## src/rtl/alu_issue_sequencer_if.sv

```systemverilog
// Request, ALU and response signal bundle for alu_issue_sequencer.
// master = requesters/ALU/consumer side, slave = sequencer side.
`timescale 1ns/1ps
interface alu_issue_sequencer_if #(
  parameter int unsigned DATA_WIDTH = 8
);
  logic [1:0]            req_valid;
  logic [1:0]            req_ready;
  logic [2:0]            req0_op;
  logic [DATA_WIDTH-1:0] req0_a;
  logic [DATA_WIDTH-1:0] req0_b;
  logic [2:0]            req1_op;
  logic [DATA_WIDTH-1:0] req1_a;
  logic [DATA_WIDTH-1:0] req1_b;
  logic [DATA_WIDTH-1:0] alu_data1;
  logic [DATA_WIDTH-1:0] alu_data2;
  logic [2:0]            alu_select;
  logic [DATA_WIDTH-1:0] alu_result;
  logic                  alu_zero;
  logic                  resp_valid;
  logic                  resp_ready;
  logic                  resp_id;
  logic [DATA_WIDTH-1:0] resp_result;
  logic                  resp_zero;

  modport master (
    output req_valid, req0_op, req0_a, req0_b, req1_op, req1_a, req1_b,
    output alu_result, alu_zero, resp_ready,
    input  req_ready, alu_data1, alu_data2, alu_select,
    input  resp_valid, resp_id, resp_result, resp_zero
  );

  modport slave (
    input  req_valid, req0_op, req0_a, req0_b, req1_op, req1_a, req1_b,
    input  alu_result, alu_zero, resp_ready,
    output req_ready, alu_data1, alu_data2, alu_select,
    output resp_valid, resp_id, resp_result, resp_zero
  );
endinterface

```

## src/rtl/alu_issue_sequencer.sv

```systemverilog
// Round-robin issue of two requesters onto one ALU, with per-opcode settle wait.
// Optional busy-cycle counter enabled by defining ALU_SEQ_PERF_EN.
`timescale 1ns/1ps
module alu_issue_sequencer #(
  parameter int unsigned DATA_WIDTH = 8,
  parameter int unsigned FAST_WAIT  = 1,
  parameter int unsigned ADD_WAIT   = 1,
  parameter int unsigned MUL_WAIT   = 3,
  parameter int unsigned SHIFT_WAIT = 2
) (
  input logic clk,
  input logic reset,
  alu_issue_sequencer_if.slave bus
`ifdef ALU_SEQ_PERF_EN
  ,
  output logic [15:0] perf_busy
`endif
);
  localparam int unsigned CNT_W = 8;
  localparam int unsigned OP_W  = 3;

  typedef enum logic [1:0] {IDLE, EXEC, RESP} state_t;

  state_t                state;
  state_t                state_next;
  logic [CNT_W-1:0]      cnt;
  logic [CNT_W-1:0]      cnt_next;
  logic                  prio;
  logic                  id_q;
  logic                  grant_c;
  logic                  accept_c;
  logic                  capture_c;
  logic                  release_c;
  logic [1:0]            ready_c;
  logic [OP_W-1:0]       grant_op_c;
  logic [DATA_WIDTH-1:0] grant_a_c;
  logic [DATA_WIDTH-1:0] grant_b_c;

  // Settle cycles required by each ALU select code.
  function automatic logic [CNT_W-1:0] wait_for(input logic [OP_W-1:0] op);
    case (op)
      3'b001:                 wait_for = CNT_W'(ADD_WAIT);
      3'b100:                 wait_for = CNT_W'(MUL_WAIT);
      3'b101, 3'b110, 3'b111: wait_for = CNT_W'(SHIFT_WAIT);
      default:                wait_for = CNT_W'(FAST_WAIT);
    endcase
  endfunction

  always_ff @(posedge clk) begin
    if (reset) state <= IDLE;
    else       state <= state_next;
  end

  // Grant selection, handshake decode and next-state logic.
  always_comb begin
    state_next = state;
    cnt_next   = cnt;
    ready_c    = 2'b00;
    accept_c   = 1'b0;
    capture_c  = 1'b0;
    release_c  = 1'b0;
    grant_c    = (&bus.req_valid) ? prio : bus.req_valid[1];
    grant_op_c = grant_c ? bus.req1_op : bus.req0_op;
    grant_a_c  = grant_c ? bus.req1_a  : bus.req0_a;
    grant_b_c  = grant_c ? bus.req1_b  : bus.req0_b;
    case (state)
      IDLE: begin
        if (|bus.req_valid) begin
          ready_c    = grant_c ? 2'b10 : 2'b01;
          accept_c   = 1'b1;
          cnt_next   = wait_for(grant_op_c);
          state_next = EXEC;
        end
      end
      EXEC: begin
        cnt_next = cnt - CNT_W'(1);
        if (cnt == CNT_W'(1)) begin
          capture_c  = 1'b1;
          state_next = RESP;
        end
      end
      RESP: begin
        if (bus.resp_ready) begin
          release_c  = 1'b1;
          state_next = IDLE;
        end
      end
      default: state_next = IDLE;
    endcase
  end

  assign bus.req_ready = ready_c;

  // ALU operand registers and response capture; ALU drive holds after completion.
  always_ff @(posedge clk) begin
    if (reset) begin
      cnt             <= '0;
      prio            <= 1'b0;
      id_q            <= 1'b0;
      bus.alu_data1   <= '0;
      bus.alu_data2   <= '0;
      bus.alu_select  <= '0;
      bus.resp_valid  <= 1'b0;
      bus.resp_id     <= 1'b0;
      bus.resp_result <= '0;
      bus.resp_zero   <= 1'b0;
    end else begin
      cnt <= cnt_next;
      if (accept_c) begin
        bus.alu_select <= grant_op_c;
        bus.alu_data1  <= grant_a_c;
        bus.alu_data2  <= grant_b_c;
        id_q           <= grant_c;
        prio           <= ~grant_c;
      end
      if (capture_c) begin
        bus.resp_valid  <= 1'b1;
        bus.resp_id     <= id_q;
        bus.resp_result <= bus.alu_result;
        bus.resp_zero   <= bus.alu_zero;
      end else if (release_c) begin
        bus.resp_valid <= 1'b0;
      end
    end
  end

`ifdef ALU_SEQ_PERF_EN
  // Saturating count of non-idle cycles.
  always_ff @(posedge clk) begin
    if (reset)                                     perf_busy <= '0;
    else if (state != IDLE && perf_busy != 16'hFFFF) perf_busy <= perf_busy + 16'd1;
  end
`endif

endmodule

```

## src/flat_wrapper.sv

```systemverilog
// flat-port wrapper written by rule: the top's interface ports become plain ports
module alu_issue_sequencer_flat 
#(
  parameter int unsigned DATA_WIDTH = 8,
  parameter int unsigned FAST_WAIT  = 1,
  parameter int unsigned ADD_WAIT   = 1,
  parameter int unsigned MUL_WAIT   = 3,
  parameter int unsigned SHIFT_WAIT = 2
)
  (clk, reset, bus_req_valid, bus_req0_op, bus_req0_a, bus_req0_b, bus_req1_op, bus_req1_a, bus_req1_b, bus_alu_result, bus_alu_zero, bus_resp_ready, bus_req_ready, bus_alu_data1, bus_alu_data2, bus_alu_select, bus_resp_valid, bus_resp_id, bus_resp_result, bus_resp_zero);
  alu_issue_sequencer_if #(.DATA_WIDTH(DATA_WIDTH)) bus_i ();
  input logic clk;
  input logic reset;
  input wire logic [$bits(bus_i.req_valid)-1:0] bus_req_valid;
  input wire logic [$bits(bus_i.req0_op)-1:0] bus_req0_op;
  input wire logic [$bits(bus_i.req0_a)-1:0] bus_req0_a;
  input wire logic [$bits(bus_i.req0_b)-1:0] bus_req0_b;
  input wire logic [$bits(bus_i.req1_op)-1:0] bus_req1_op;
  input wire logic [$bits(bus_i.req1_a)-1:0] bus_req1_a;
  input wire logic [$bits(bus_i.req1_b)-1:0] bus_req1_b;
  input wire logic [$bits(bus_i.alu_result)-1:0] bus_alu_result;
  input wire logic [$bits(bus_i.alu_zero)-1:0] bus_alu_zero;
  input wire logic [$bits(bus_i.resp_ready)-1:0] bus_resp_ready;
  output wire logic [$bits(bus_i.req_ready)-1:0] bus_req_ready;
  output wire logic [$bits(bus_i.alu_data1)-1:0] bus_alu_data1;
  output wire logic [$bits(bus_i.alu_data2)-1:0] bus_alu_data2;
  output wire logic [$bits(bus_i.alu_select)-1:0] bus_alu_select;
  output wire logic [$bits(bus_i.resp_valid)-1:0] bus_resp_valid;
  output wire logic [$bits(bus_i.resp_id)-1:0] bus_resp_id;
  output wire logic [$bits(bus_i.resp_result)-1:0] bus_resp_result;
  output wire logic [$bits(bus_i.resp_zero)-1:0] bus_resp_zero;
  assign bus_i.req_valid = bus_req_valid;
  assign bus_i.req0_op = bus_req0_op;
  assign bus_i.req0_a = bus_req0_a;
  assign bus_i.req0_b = bus_req0_b;
  assign bus_i.req1_op = bus_req1_op;
  assign bus_i.req1_a = bus_req1_a;
  assign bus_i.req1_b = bus_req1_b;
  assign bus_i.alu_result = bus_alu_result;
  assign bus_i.alu_zero = bus_alu_zero;
  assign bus_i.resp_ready = bus_resp_ready;
  assign bus_req_ready = bus_i.req_ready;
  assign bus_alu_data1 = bus_i.alu_data1;
  assign bus_alu_data2 = bus_i.alu_data2;
  assign bus_alu_select = bus_i.alu_select;
  assign bus_resp_valid = bus_i.resp_valid;
  assign bus_resp_id = bus_i.resp_id;
  assign bus_resp_result = bus_i.resp_result;
  assign bus_resp_zero = bus_i.resp_zero;
  alu_issue_sequencer #(.DATA_WIDTH(DATA_WIDTH), .FAST_WAIT(FAST_WAIT), .ADD_WAIT(ADD_WAIT), .MUL_WAIT(MUL_WAIT), .SHIFT_WAIT(SHIFT_WAIT)) u_core (.clk(clk), .reset(reset), .bus(bus_i));
endmodule
```

## config.mk

```make
export PLATFORM = sky130hd
export DESIGN_NAME = alu_issue_sequencer_flat
export DESIGN_NICKNAME = d
export VERILOG_FILES = /design/src/rtl/alu_issue_sequencer_if.sv /design/src/rtl/alu_issue_sequencer.sv /design/src/flat_wrapper.sv
export SDC_FILE = /design/constraint.sdc
export NUM_CORES = 1
export LEC_CHECK = 0
export CAP_MARGIN = 20
export CORE_ASPECT_RATIO = 1.25
export CORE_MARGIN = 3
export CORE_UTILIZATION = 40
export CTS_BUF_LIST = sky130_fd_sc_hd__clkbuf_16
export DETAILED_ROUTE_END_ITERATION = 10
export PLACE_DENSITY = 0.76
export SLEW_MARGIN = 20
export SYNTH_ARGS = -nofsm -noshare
export SYNTH_HDL_FRONTEND = slang
export SYNTH_SLANG_ARGS = --single-unit
```

## constraint.sdc

```tcl
create_clock -name clk -period 2.4 [get_ports clk]
set_input_delay 0.48 -clock clk [delete_from_list [all_inputs] [get_ports clk]]
set_output_delay 0.48 -clock clk [all_outputs]
set_load 0.01 [all_outputs]
```

## Word level (Yosys, flattened, before mapping)

Cells that the tools add are included.

| word-level totals | value |
|---|---|
| bits in registers | 42 |
| latch bits | 0 |
| memory bits (writable) | 0 |
| ROM bits | 0 |
| input port bits | 52 |
| output and inout port bits | 32 |
| memories | 0 |

| cells by class | value |
|---|---|
| add/sub/neg operators | 1 |
| $mul | 0 |
| divide/modulo/power cells | 0 |
| magnitude comparators | 0 |
| equality and inequality tests | 10 |
| shift operators | 0 |
| mux-type cells | 22 |
| bitwise gates (word level) | 1 |
| reduce and logical (&&, ||, !) cells | 8 |

Operator list:

| cell | number |
|---|---|
| two-way mux 8 bit | 3 |
| case mux 8 bit (2 select lines) | 1 |
| == test 3 bit (second input constant) | 4 |
| two-way mux 2 bit | 6 |
| two-way mux 1 bit | 9 |
| == test 8 x 1 -> 1 bit (second input constant) | 1 |
| subtractor 8 x 1 -> 8 bit (second input constant) | 1 |
| case mux 2 bit (3 select lines) | 1 |
| != test 2 x 1 -> 1 bit (second input constant) | 2 |
| case mux 2 bit (2 select lines) | 1 |
| AND reduction 2 bit | 2 |
| nonzero test 2 bit | 2 |
| two-way mux 3 bit | 1 |
| AND reduction 3 bit | 1 |
| OR reduction 3 bit | 1 |
| == test 2 x 1 -> 1 bit (second input constant) | 1 |
| == test 2 bit (second input constant) | 1 |
| zero test 2 bit | 1 |
| != test 2 bit (second input constant) | 1 |
| OR reduction 2 bit | 1 |
| inverter 1 bit | 1 |

## Logic depth before layout (Yosys ltp)

| logic depth | value |
|---|---|
| depth in word-level cells | 8 |
| mapped depth | 7 |
| mapped depth without buffers | 6 |

## Least setup slack after synthesis

OpenSTA, ideal clock, no wires.

| timing path | value |
|---|---|
| path type | register to output |
| start point | register u_core.state[1] |
| end point | output port bus_req_ready[0] |
| arrival time | 1.194 ns |
| data required time | 1.920 ns |
| setup slack | 0.726 ns |
| cell stages (with the launch flop) | 6 |
| cell sequence | dfxtp_1 -> or2_1 -> buf_2 -> or2_1 -> buf_2 -> nor2_1 |

| between the ends | value |
|---|---|
| longest elaborated chain between the ends | 2 |

RTL lines:

| what | line | source |
|---|---|---|
| start, declared | alu_issue_sequencer.sv:24 | `state_t state;` |
| start signal, assigned | alu_issue_sequencer.sv:51 | `else state <= state_next;` |
| zero test 2 bit | alu_issue_sequencer.sv:66 | `case (state)` |
| two-way mux 2 bit | alu_issue_sequencer.sv:66 |  |
| end, declared | flat_wrapper.sv:24 | `output wire logic [$bits(bus_i.req_ready)-1:0] bus_req_ready;` |

No other way between the ends.

## Final worst setup path

| timing path | value |
|---|---|
| start point | input port bus_req_valid[0] |
| end point | output port bus_req_ready[0] |

| between the ends | value |
|---|---|
| longest elaborated chain between the ends | 5 |
| elaborated cells between the ends (all ways) | 6 |
| classes of those cells | 4 x mux; 2 x reduce/logical |

RTL lines:

| what | line | source |
|---|---|---|
| start, declared | flat_wrapper.sv:14 | `input wire logic [$bits(bus_i.req_valid)-1:0] bus_req_valid;` |
| AND reduction 2 bit | alu_issue_sequencer.sv:62 | `grant_c = (&bus.req_valid) ? prio : bus.req_valid[1];` |
| two-way mux 1 bit | alu_issue_sequencer.sv:62 |  |
| two-way mux 2 bit | alu_issue_sequencer.sv:69 | `ready_c = grant_c ? 2'b10 : 2'b01;` |
| two-way mux 2 bit (*) | alu_issue_sequencer.sv:68 | `if (\|bus.req_valid) begin` |
| two-way mux 2 bit (*) | alu_issue_sequencer.sv:66 |  |

Mark *: on every way between the ends. The rest lies on a longest branch, timed or not.

==> reports/results.txt <==
largest family of logic cells by synthesized area = simple AND/OR/NAND/NOR gates
P_sw = 0.000618 W
arrival time of the worst setup path = 1.75 ns
Max VDD drop = 422 µV
via count = 1817
Worst Path Max Fanout = 3
first-pass GRT wire length = 7910 µm
non-filler instance count after layout = 367
grt met2 use = 31.6%
RSZ-0062 raised after global routing = false
total length of routed wires = 4910 µm
Setup crit end kind = output port
Fin. Hold Viols = 0
Synth Area in Adders = 1.28%
Ys Warns = 0
Clock Tree Root = clkbuf_16
Final period util = 93.1%
GRT Overall Usage = 18.0%
post-layout util = 66.7%
largest net degree at the start of global routing = 42
post-route ant nets = 0
r2r endpoint = u_core.bus.resp_zero
Reg2Reg Launch Point = u_core.cnt[2]
Max Slew Vio Count = 0
layout cells sized above 1 = 14.9%
die width = 68.6 µm
clk_skew = 0.00298 ns
mux cell area share after synthesis = 7.41%
FMAX = 0.448 GHz
CTS clk-pin slew, worst paths = 0.06 ns
slew margin rel. = 67.1%
ranking of synthesized cells by area = dfxtp_1 (43%), nand2_1 (7.3%), nor2_1 (6.7%)
number of buffers created by CTS = 5
Yosys top cell by area = dfxtp_1
GR Util met1 = 19.9%
Final min period = 2.23 ns
syn nets = 273
Hold Crit Class = flop to flop
Comb power frac = 28.4%
power per cell area = 735 nW/µm²
initial antenna violation count = 0
setup violators final = 0
CP Launch Point = bus_req_valid[0]
via/cell ratio = 4.95
CP Capture Point = bus_req_ready[0]
commonest non-fill, non-tap cells in the layout = clkdlybuf4s50_1 (79), dfxtp_1 (42), nand2_1 (38)
Max-Cap Viols = 0
Die Area = 5780 µm²
status = complete, no violations
synthesized instance count = 219
GPL Wtd Cong = 0.780
worst-skew pair later-pin latency = 0.28 ns
XOR/XNOR share of the synthesized area = 0%
Nets = 362
distinct cell type count after synthesis = 43
Min-Delay Path Depth = 2
FP Rows = 27
FF+latch count, synth = 42
sequential share of power = 37.8%
Avg WL per Cell = 13.4 µm
HPWL Detailed = 3630 µm
Setup CP Type = input pin to output port
Pint = 0.00162 W
clock share of power = 33.8%
commonest non-fill, non-tap cell in the layout = clkdlybuf4s50_1
gr ovfl total = 0
switching share of power = 27.7%
LEAKAGE = 1.21 nW
H-tree levels = 2
Synth Area in Simple Gates = 24.7%
measured slew at the worst slew-check pin = 0.493 ns
Design Area, Final = 3040 µm²
CTS tree = built
Inst Count DP = 359
Area Growth Syn to Fin = 55.2%
Core Footprint = 4560 µm²
sequential fraction of the synthesis area = 42.9%
Startpoint Class = input pin
area fraction of the dominant cell type after synthesis = 42.9%
R2R depth = 4
grt peak-use layer = met2
initial core utilization = 43.0%
post-CTS setup buffer count = 0
ant diodes = 0
Compound-Gate Fraction of Synth Area = 18.1%
clock buffer depth = 2
initial DRC count = 61
met3 Use GR = 4.02%
setup TNS = 0 ns
die span in y = 84.3 µm
r2r setup slk = 0.71 ns
Area after DPL = 2880 µm²
Ports = 84
PortBufs = 83
synthesized area = 1960 µm²
Clock Sinks = 42
vias in the first global route = 1790
drt drc = 0
worst path required time = 1.92 ns
drt pass-1 iters = 4
syn_area_per_cell = 8.95 µm²
-- area by class of cell --
type / instances / area (µm²)
clock buffer: 5 / 125
clock inverter: 3 / 45.0
fill: 392 / 1520
inverter: 6 / 22.5
multi-input combinational: 156 / 1010
sequential: 42 / 841
tap: 58 / 72.6
timing repair buffer: 97 / 927
-- metal layers --
metal  part of all wire (%)  up-vias
met2                     54       47
met5                      0        -
met3                    5.2        4
met4                    1.5        0
met1                     39      822
li1                       -      944
-- critical path, stage by stage --
cell,delay [ns]
clkdlybuf4s50_1,0.52
nor2_2,0.08
or2_1,0.25
nor2_1,0.10
dlygate4sd2_1,0.32
-- registers in the layout, indices dropped and copies added (netlist names) --
name / count
u_core.bus.resp_valid: 1
u_core.bus.alu_data2: 8
u_core.bus.alu_select: 3
u_core.bus.resp_result: 8
u_core.prio: 1
u_core.state: 2
u_core.id_q: 1
u_core.cnt: 8
u_core.bus.alu_data1: 8
u_core.bus.resp_id: 1
u_core.bus.resp_zero: 1
-- stage by stage --
step | total power [W] | worst slack (ns) | hold slack [ns]
detailed placement | 0.00150 | -0.180 | 0.446
floorplan | 0.00122 | 0.726 | 0.436
CTS | 0.00226 | 0.173 | 0.455
finish | 0.00223 | 0.166 | 0.454
global route | 0.00236 | 0.101 | 0.489
global placement | 0.00149 | -0.174 | 0.445
-- worst min-delay path by stage --
stage                             start  slack (ns)                       end
6_report       u_core.bus.alu_select[2]        0.45  u_core.bus.alu_select[2]
2_1_floorplan               u_core.id_q        0.44               u_core.id_q
5_1_grt           u_core.bus.resp_valid        0.49     u_core.bus.resp_valid
3_3_place_gp      u_core.bus.resp_valid        0.44     u_core.bus.resp_valid
3_5_place_dp   u_core.bus.alu_select[2]        0.45  u_core.bus.alu_select[2]
4_1_cts        u_core.bus.alu_select[2]        0.45  u_core.bus.alu_select[2]
-- cells in the mapped netlist, drive strengths merged --
| cell type | n |
|---|---|
| dfxtp | 42 |
| nor3b | 2 |
| ha | 2 |
| a221oi | 1 |
| a21boi | 1 |
| or3b | 1 |
| nand3 | 9 |
| mux2i | 10 |
| inv | 6 |
| nor4 | 1 |
| and2b | 1 |
| nor3 | 2 |
| nor2 | 37 |
| mux2 | 4 |
| o21ai | 6 |
| clkbuf | 4 |
| a21oi | 5 |
| o2111ai | 1 |
| a31oi | 5 |
| and3 | 1 |
| buf | 11 |
| nand2b | 1 |
| o211ai | 1 |
| nor4b | 1 |
| a31o | 1 |
| a2111oi | 1 |
| a311oi | 15 |
| nand4 | 1 |
| nand3b | 2 |
| or2 | 3 |
| a211oi | 2 |
| o21a | 1 |
| nand2 | 38 |
-- power groups by stage --
stage | Sequential, W | Combinational (W) | Clock [W]
after detailed placement | 0.000859 | 0.000640 | 0
after global placement | 0.000856 | 0.000632 | 0
final | 0.000844 | 0.000635 | 0.000755
after floorplan | 0.000883 | 0.000336 | 0
after CTS | 0.000845 | 0.000642 | 0.000776
after global routing | 0.000855 | 0.000693 | 0.000811
-- kinds of logic (layout without fill, tap and decap cells) --
kind of cell,count (synthesis),count (layout)
simple gates,100,100
buf+inv,21,111
flops,42,42
mux,14,14
compound gates,40,40
fa+ha+maj,2,2
-- repair_timing --
item / 4_1_cts / 5_1_grt
setup endpoints to repair: 2 / 0
endpoints found under the hold margin: 0 / 0
hold buffers: 0 / 0
gates resized for setup: 3 / 0
Power figures use the tool's default switching activity.
